<file path="config.mk">
export PLATFORM = sky130hd
export DESIGN_NAME = chess_clock_core
export DESIGN_NICKNAME = d
export VERILOG_FILES = /design/src/rtl/chess_clock_core.sv
export SDC_FILE = /design/constraint.sdc
export NUM_CORES = 1
export LEC_CHECK = 0
export BUFFER_PORTS_ARGS = -buffer_cell sky130_fd_sc_hd__buf_2
export CAP_MARGIN = 30
export CORE_MARGIN = 5
export CORE_UTILIZATION = 47
export CTS_CLUSTER_DIAMETER = 80
export DETAILED_ROUTE_END_ITERATION = 6
export PLACE_DENSITY = 0.71
export SETUP_SLACK_MARGIN = 0.5
export SLEW_MARGIN = 20
export SYNTH_ARGS = -nofsm -noshare
export SYNTH_HDL_FRONTEND = slang
export SYNTH_SLANG_ARGS = --single-unit
</file>
<file path="constraint.sdc">
create_clock -name clk -period 5.88 [get_ports clk]
set_input_delay 1.47 -clock clk [delete_from_list [all_inputs] [get_ports clk]]
set_output_delay 1.47 -clock clk [all_outputs]
set_load 0.02 [all_outputs]
</file>
<file path="src/rtl/chess_clock_core.sv">
// Chess clock core: per-player min:sec countdown with Fischer increment, turn rotation
// and expiry flags. All outputs come straight from registers.
module chess_clock_core #(
   parameter int NUM_PLAYERS = 2,
   parameter int MIN_W       = 6,
   parameter int SEC_W       = 6,
   parameter int MAX_MIN     = 59,
   parameter int PW          = 1
) (
   input  logic                               clk,
   input  logic                               rst,
   input  logic                               tick_1hz,
   input  logic                               set_time,
   input  logic [MIN_W-1:0]                   time_in,
   input  logic [SEC_W-1:0]                   inc_in,
   input  logic                               start,
   input  logic                               pause,
   input  logic                               turn_end,
   output logic [NUM_PLAYERS*(MIN_W+SEC_W)-1:0] data_out,
   output logic [PW-1:0]                      active_player,
   output logic [NUM_PLAYERS-1:0]             flag,
   output logic                               running,
   output logic                               done
);

   localparam int SLOT_W = MIN_W + SEC_W;
   localparam logic [MIN_W-1:0] MAX_MIN_V = MIN_W'(MAX_MIN);
   localparam logic [MIN_W:0]   MAX_MIN_X = (MIN_W+1)'(MAX_MIN);
   localparam logic [SEC_W-1:0] SEC_MAX   = SEC_W'(59);
   localparam logic [SEC_W:0]   SIXTY     = (SEC_W+1)'(60);

   typedef enum logic [1:0] {IDLE, RUN, PAUSED, FLAGGED} state_t;

   state_t                 state_reg, state_next;
   logic [MIN_W-1:0]       min_reg [NUM_PLAYERS];
   logic [SEC_W-1:0]       sec_reg [NUM_PLAYERS];
   logic [PW-1:0]          active_reg;
   logic [NUM_PLAYERS-1:0] flag_reg;
   logic                   done_reg;

   logic             run_ev, do_tick, do_turn, expire, turn_ok, upd_active;
   logic [MIN_W-1:0] act_min, dec_min, base_min, inc_min, new_min, load_min;
   logic [SEC_W-1:0] act_sec, dec_sec, base_sec, inc_sec, new_sec, inc_val;
   logic [SEC_W:0]   sec_sum;
   logic [MIN_W:0]   min_sum;
   logic             carry;

   // Counting events only happen in RUN and only when no higher-priority pulse is present.
   assign run_ev     = (state_reg == RUN) && !set_time && !pause;
   assign do_tick    = run_ev && tick_1hz;
   assign do_turn    = run_ev && turn_end;
   assign upd_active = do_tick || do_turn;

   assign act_min  = min_reg[active_reg];
   assign act_sec  = sec_reg[active_reg];
   assign load_min = (time_in > MAX_MIN_V) ? MAX_MIN_V : time_in;
   assign inc_val  = (inc_in > SEC_MAX) ? SEC_MAX : inc_in;

   // Decrement of the active player; 0:00 stays 0:00.
   always_comb begin
      dec_min = act_min;
      dec_sec = act_sec;
      if (act_sec != '0) begin
         dec_sec = act_sec - SEC_W'(1);
      end else if (act_min != '0) begin
         dec_min = act_min - MIN_W'(1);
         dec_sec = SEC_MAX;
      end
   end

   assign base_min = do_tick ? dec_min : act_min;
   assign base_sec = do_tick ? dec_sec : act_sec;
   // Reaching (or already sitting at) 0:00 on a tick flags the player.
   assign expire   = do_tick && (dec_min == '0) && (dec_sec == '0);
   assign turn_ok  = do_turn && !expire;

   // Fischer increment applied on top of the (possibly decremented) time.
   always_comb begin
      sec_sum = {1'b0, base_sec} + {1'b0, inc_val};
      carry   = (sec_sum >= SIXTY);
      inc_sec = carry ? SEC_W'(sec_sum - SIXTY) : SEC_W'(sec_sum);
      min_sum = {1'b0, base_min} + {{MIN_W{1'b0}}, carry};
      inc_min = MIN_W'(min_sum);
      if (min_sum > MAX_MIN_X) begin
         inc_min = MAX_MIN_V;
         inc_sec = SEC_MAX;
      end
   end

   assign new_min = turn_ok ? inc_min : base_min;
   assign new_sec = turn_ok ? inc_sec : base_sec;

   always_ff @(posedge clk) begin
      if (rst) begin
         for (int p = 0; p < NUM_PLAYERS; p++) begin
            min_reg[p] <= '0;
            sec_reg[p] <= '0;
         end
         flag_reg   <= '0;
         active_reg <= '0;
         done_reg   <= 1'b0;
      end else begin
         done_reg <= set_time;
         if (set_time) begin
            for (int p = 0; p < NUM_PLAYERS; p++) begin
               min_reg[p] <= load_min;
               sec_reg[p] <= '0;
            end
            flag_reg   <= '0;
            active_reg <= '0;
         end else begin
            if (upd_active) begin
               min_reg[active_reg] <= new_min;
               sec_reg[active_reg] <= new_sec;
            end
            if (expire) begin
               flag_reg[active_reg] <= 1'b1;
            end
            if (turn_ok) begin
               active_reg <= (active_reg == PW'(NUM_PLAYERS - 1)) ? '0 : active_reg + PW'(1);
            end
         end
      end
   end

   always_ff @(posedge clk) begin
      if (rst) begin
         state_reg <= IDLE;
      end else begin
         state_reg <= state_next;
      end
   end

   always_comb begin
      state_next = state_reg;
      if (set_time) begin
         state_next = IDLE;
      end else if (pause) begin
         if (state_reg == RUN) begin
            state_next = PAUSED;
         end
      end else if (start && (state_reg == IDLE || state_reg == PAUSED)) begin
         state_next = RUN;
      end else if (expire) begin
         state_next = FLAGGED;
      end
   end

   always_comb begin
      running = (state_reg == RUN);
   end

   genvar gi;
   generate
      for (gi = 0; gi < NUM_PLAYERS; gi++) begin : g_slot
         assign data_out[(NUM_PLAYERS-gi)*SLOT_W-1 -: SLOT_W] = {min_reg[gi], sec_reg[gi]};
      end
   endgenerate

   assign active_player = active_reg;
   assign flag          = flag_reg;
   assign done          = done_reg;

endmodule

</file>
======== Yosys cells after proc, flatten, opt, wreduce, memory -nomap -nowiden ========
Memory sizes are Yosys's and may differ from the RTL's. A register that Yosys moved wholly into a read port is not among the register bits.
Cells that the tools add are included.
word-level totals
  bits in writable memories ............... 24
  flip-flop bits (word level) ............. 6
  logic and storage cells ................. 93
  memories kept ........................... 2
  output and inout port bits .............. 29
  input bits .............................. 19
memory list
  memory   words  bits a word  rd ports  clocked after Yosys merged registers in  write ports  line  source
  min_reg  2      6            3         1                                        2            35    logic [MIN_W-1:0] min_reg [NUM_PLAYERS];
  sec_reg  2      6            3         1                                        2            36    logic [SEC_W-1:0] sec_reg [NUM_PLAYERS];
operators by class
  reduce and logical (&&, ||, !) cells .... 24
  order comparisons ....................... 6
  muxes and demuxes ....................... 43
  bitwise operators ....................... 5
  $add $sub $neg .......................... 6
  eq/ne operators ......................... 3
operators with widths
  operator               count
  $mux W6                19
  $mux W1                19
  $gt A6 B6 Y1 const B   2
  $logic_not A6 Y1       2
  $reduce_bool A6 Y1     2
  $reduce_or A6 Y1       2
  $sub A6 B1 Y6 const B  2
  $logic_and A1 B1 Y1    9
  $mux W2                4
  $add A6 B1 Y7          1
  $add A6 B6 Y7          1
  $ge A7 B6 Y1 const B   1
  $gt A7 B6 Y1 const B   1
  $sub A6 B6 Y6 const B  1
  $or A1 B1 Y1           4
  $logic_not A1 Y1       3
  $reduce_bool A3 Y1     1
  $eq A2 B1 Y1 const B   1
  $eq A2 B2 Y1 const B   1
  $logic_not A2 Y1       1
  $logic_or A1 B1 Y1     2
  $lt A1 B2 Y1 const B   1
  $ne A2 B1 Y1 const B   1
  $or A2 B2 Y2           1
  other kinds (5)        5

======== Longest topological paths before layout ========
  word-level depth ........................ 12
  depth in mapped cells ................... 27
  mapped depth without buffers ............ 23

======== Least setup slack after synthesis ========
Ideal clock, no wire load.
  kind .................................... input-to-reg
  from .................................... in set_time
  to ...................................... mem sec_reg[0][0], data pin
  path slack .............................. -125 ps
  cell stages on the path ................. 22
  arrival ................................. 5744 ps
  required time ........................... 5619 ps
  path buffers ............................ 2
  setup time .............................. 261 ps
  path through ............................ nor4b_4 > and2_1 > clkbuf_1 > o21ai_0 > a22oi_1 > ha_1 > a21o_1 > a21oi_1 > xnor2_1 > ha_1 > nor3b_1 > a21oi_1 > a2bb2oi_1 > ha_1 > nand3_1 > nor4_1 > o211a_1 > o21ai_1 > a21o_1 > and2_1 > buf_2 > o311a_1
RTL lines
  item                line  source
  start: declaration  13    input logic set_time,
  end: declaration    36

==> impl_metrics.csv <==
group,metric,value,unit
status,run_status,"complete, no violations",
synth,syn_area,0.00278,sq mm
grt,grt-ovfl-total,0,
place,post_dp_cell_area,0.00316,sq mm
detailed_routing,wl_met1,3360,um
grt,grt_pass1_wl,13100,um
place,port_buffers,47,
synth,syn_inst,303,
sta,setup-violations-final,0,
detailed_routing,postRouteWirelength,8490,um
die,dieWidth,86.9,um
synth,synth-edff-count,24,
die,rows,28,
clock_tree,cts_made_buffers,5,
hold_path,min_path_type,"flop to flop",
sta,rsz0062_at_grt,"true",
final_layout,nets,399,
final_layout,seqCellArea,865,sq um
final_layout,multiInputGateArea,0.00208,sq mm
sta,worst-slew-pin-transition,0.715,ns
grt,grtUsageTotal,22.1,%
detailed_routing,drtIter0Drc,318,
hold_path,hold_start,"flag[1]",
synth,yosys-top-cells-area,"edfxtp_1, ha_1, dfxtp_1, mux2i_1, o21ai_0",
synth,ys.flop_type,"edfxtp_1",
synth,synth_top_area_share,25.9,%
sta,hold_viol,0,
critical_path,worstPathArrival,5.42,ns
detailed_routing,wl_met2,4170,um
clock_tree,cts_tree,"built",
detailed_routing,drc_errors,0,
clock_tree,clk_path_buf_depth,2,
critical_path,start_kind,"input port",
critical_path,required,5.92,ns
clock_tree,path_clk_slew,0.07,ns
critical_path,critical_path_class,"input port to flop",
grt,antenna_found_initial,0,
final_layout,n_fill_cell,487,
critical_path,r2r_cells,23,
synth,avgSynthCellArea,9.18,sq um
clock_tree,clock-sinks,31,
final_layout,postLayoutCellArea,0.00360,sq mm
critical_path,critPathTopFamily,"compound AO/OA/AOI/OAI gates",
critical_path,end_kind,"flop",
sta,finalClockSkew,0.00957,ns
place,gp_congestion,0.979,
hold_path,min_delay_path_depth,2,
critical_path,crit_chain,"buf_8 -> nor4b_4 -> and2_4 -> and2_4 -> a22oi_2 -> ha_1 -> a21o_1 -> a21oi_4 -> xnor2_4 -> ha_2 -> nor3b_4 -> a21oi_2 -> a2bb2oi_2 -> ha_2 -> ha_1 -> o211ai_1 -> o21ai_1 -> a21oi_2 -> buf_6 -> buf_4 -> a2111oi_4 -> o21ai_1",
detailed_routing,top_layer_used,"met4",
critical_path,critPathBufInv,3,
detailed_routing,wl_per_cell,19.2,um
synth,ys_async_sr_fraction,0,%
sta,maxSlewHeadroom,52.3,%
grt,grt_start_max_net_pins,25,
sta,min_period,5.39,ns
synth,synth_top_cell_by_area,"edfxtp_1",
synth,ys_ff_latch,31,
power_and_ir_drop,p_leak,1.42,nW
synth,seq_area_frac_synth,30.9,%
synth,synth_nets,335,
detailed_routing,ant_nets,0,
sta,fin_setup_tns,0,ns
hold_path,hold_path_end,"flag[1]",
detailed_routing,via_count,2783,
final_layout,drive_gt1_share,38.9,%
sta,max_freq,186,MHz
critical_path,critical-path-max-stage-delay,0.31,ns
grt,grt_pass1_vias,2600,
die,start_util,47.5,%
synth,yosysUniqueCellTypes,68,
die,dieArea,0.00756,sq mm
synth,yosysWarnings,0,
sta,final-max-slew-violation-count,0,
clock_tree,clk_latency,0.29,ns
final_layout,syn2layout_area_growth,29.5,%
run,drv_cap,0,
final_layout,diodes,0,
sta,min_period_over_period,91.6,%
synth,synthMostInstantiatedCell,"nor2_1",
critical_path,crit_path_max_fanout,6,
critical_path,r2r-end,"min_reg[0][5]",
detailed_routing,drt_first_pass_iters,6,
clock_tree,cts_hold_buf,0,
power_and_ir_drop,ir_worst_vdd,0.000135,V
place,dp.final_hpwl,6230,um
detailed_routing,routed-wl-met3,682,um
clock_tree,root_buffer,"clkbuf_8",
critical_path,slowest_stage,"a2111oi_4",
detailed_routing,via_per_inst,6.28,
critical_path,regToRegSetupSlack,0.56,ns
synth,yosys-top-cells-count,"nor2_1, o21ai_0, edfxtp_1",
power_and_ir_drop,p_per_area,177,mW/mm^2
die,core-area,0.00585,sq mm
clock_tree,ctsHtreeMaxLevel,2,
die,die_h,86.9,um
die,io_pins,48,
==> metrics by stage <==
stage / util [%] / worst slack [ns] / instances / hold WS (ns) / total power, mW
2_1_floorplan: - / 0.368 / 303 / 0.490 / 0.381
3_3_place_gp: 54.0 / -0.00777 / 418 / 0.449 / 0.431
3_5_place_dp: 54.0 / -0.114 / 418 / 0.456 / 0.434
4_1_cts: 58.1 / 0.520 / 433 / 0.476 / 0.613
5_1_grt: 61.5 / 0.352 / 443 / 0.513 / 0.664
6_report: 61.5 / 0.493 / 443 / 0.471 / 0.638
==> layout make-up <==
class                   instances  share of cell area (%)
flip-flops and latches         31                    24.0
multi-input cells             247                    57.8
well taps                      75                    2.61
clock buffers                   6                    2.02
inverters                       9                   0.938
repair buffers                 73                    12.3
clock inverters                 2                   0.313
==> where the power goes <==
part | internal (mW) | switching, mW | leakage, nW
Clock | 0.0829 | 0.0828 | 0.0455
Combinational | 0.0920 | 0.122 | 1.05
Sequential | 0.247 | 0.0120 | 0.322
==> how the worst max path moves through the flow <==
stage                     startpoint  slack [ns]            end  cells after the start
after floorplan                pause        0.37  sec_reg[0][1]                     22
after CTS                      pause        0.52  min_reg[0][5]                     21
final                       set_time        0.49  min_reg[0][5]                     22
after global placement         pause      -0.008  min_reg[0][5]                     21
after detailed placement       pause       -0.11  sec_reg[0][2]                     21
after global routing        set_time        0.35  min_reg[0][5]                     22
==> tightest hold or removal path: cells and delay by family, from the launching register on <==
kind	cells	cell delay, ns
DFF	1	0.33
and+or+nand+nor	1	0.07
AOI/OAI and AO/OA	1	0.04
==> layout by cell type (no fill, tap or decap), drive strengths merged, types with 6 or more instances in the layout <==
cell type	n
dfxtp	7
mux2	6
nand3	7
xnor2	7
edfxtp	24
mux2i	15
inv	10
nand2b	8
nor2	28
buf	73
o21ai	28
a21oi	14
clkbuf	6
ha	12
nand2	20
nor3	13
o31ai	7
==> timing repair <==
item	CTS	global route
pin swaps	9	20
gates resized for setup	19	28
endpoints found under the setup margin	22	24
setup buffers	7	10
endpoints found under the hold margin	0	0
==> kinds of logic (layout without fill, tap and decap cells) <==
family,count (synthesis),after routing,share of synthesized area (%)
adders and majority gates,13,13,6.12
buffers and inverters,25,90,4.81
and+or+nand+nor,104,104,21.0
xor gates and xnor gates,11,11,3.46
DFF,31,31,30.9
AOI/OAI and AO/OA,98,98,25.7
muxes,21,21,7.96
==> metal layers <==
metal  vias up  global-route usage (%)
met4         0                    8.07
li1       1295                       -
met3        31                    2.74
met1      1311                    28.9
met5         -                       0
met2       146                    37.4
Power figures use the tool's default switching activity.
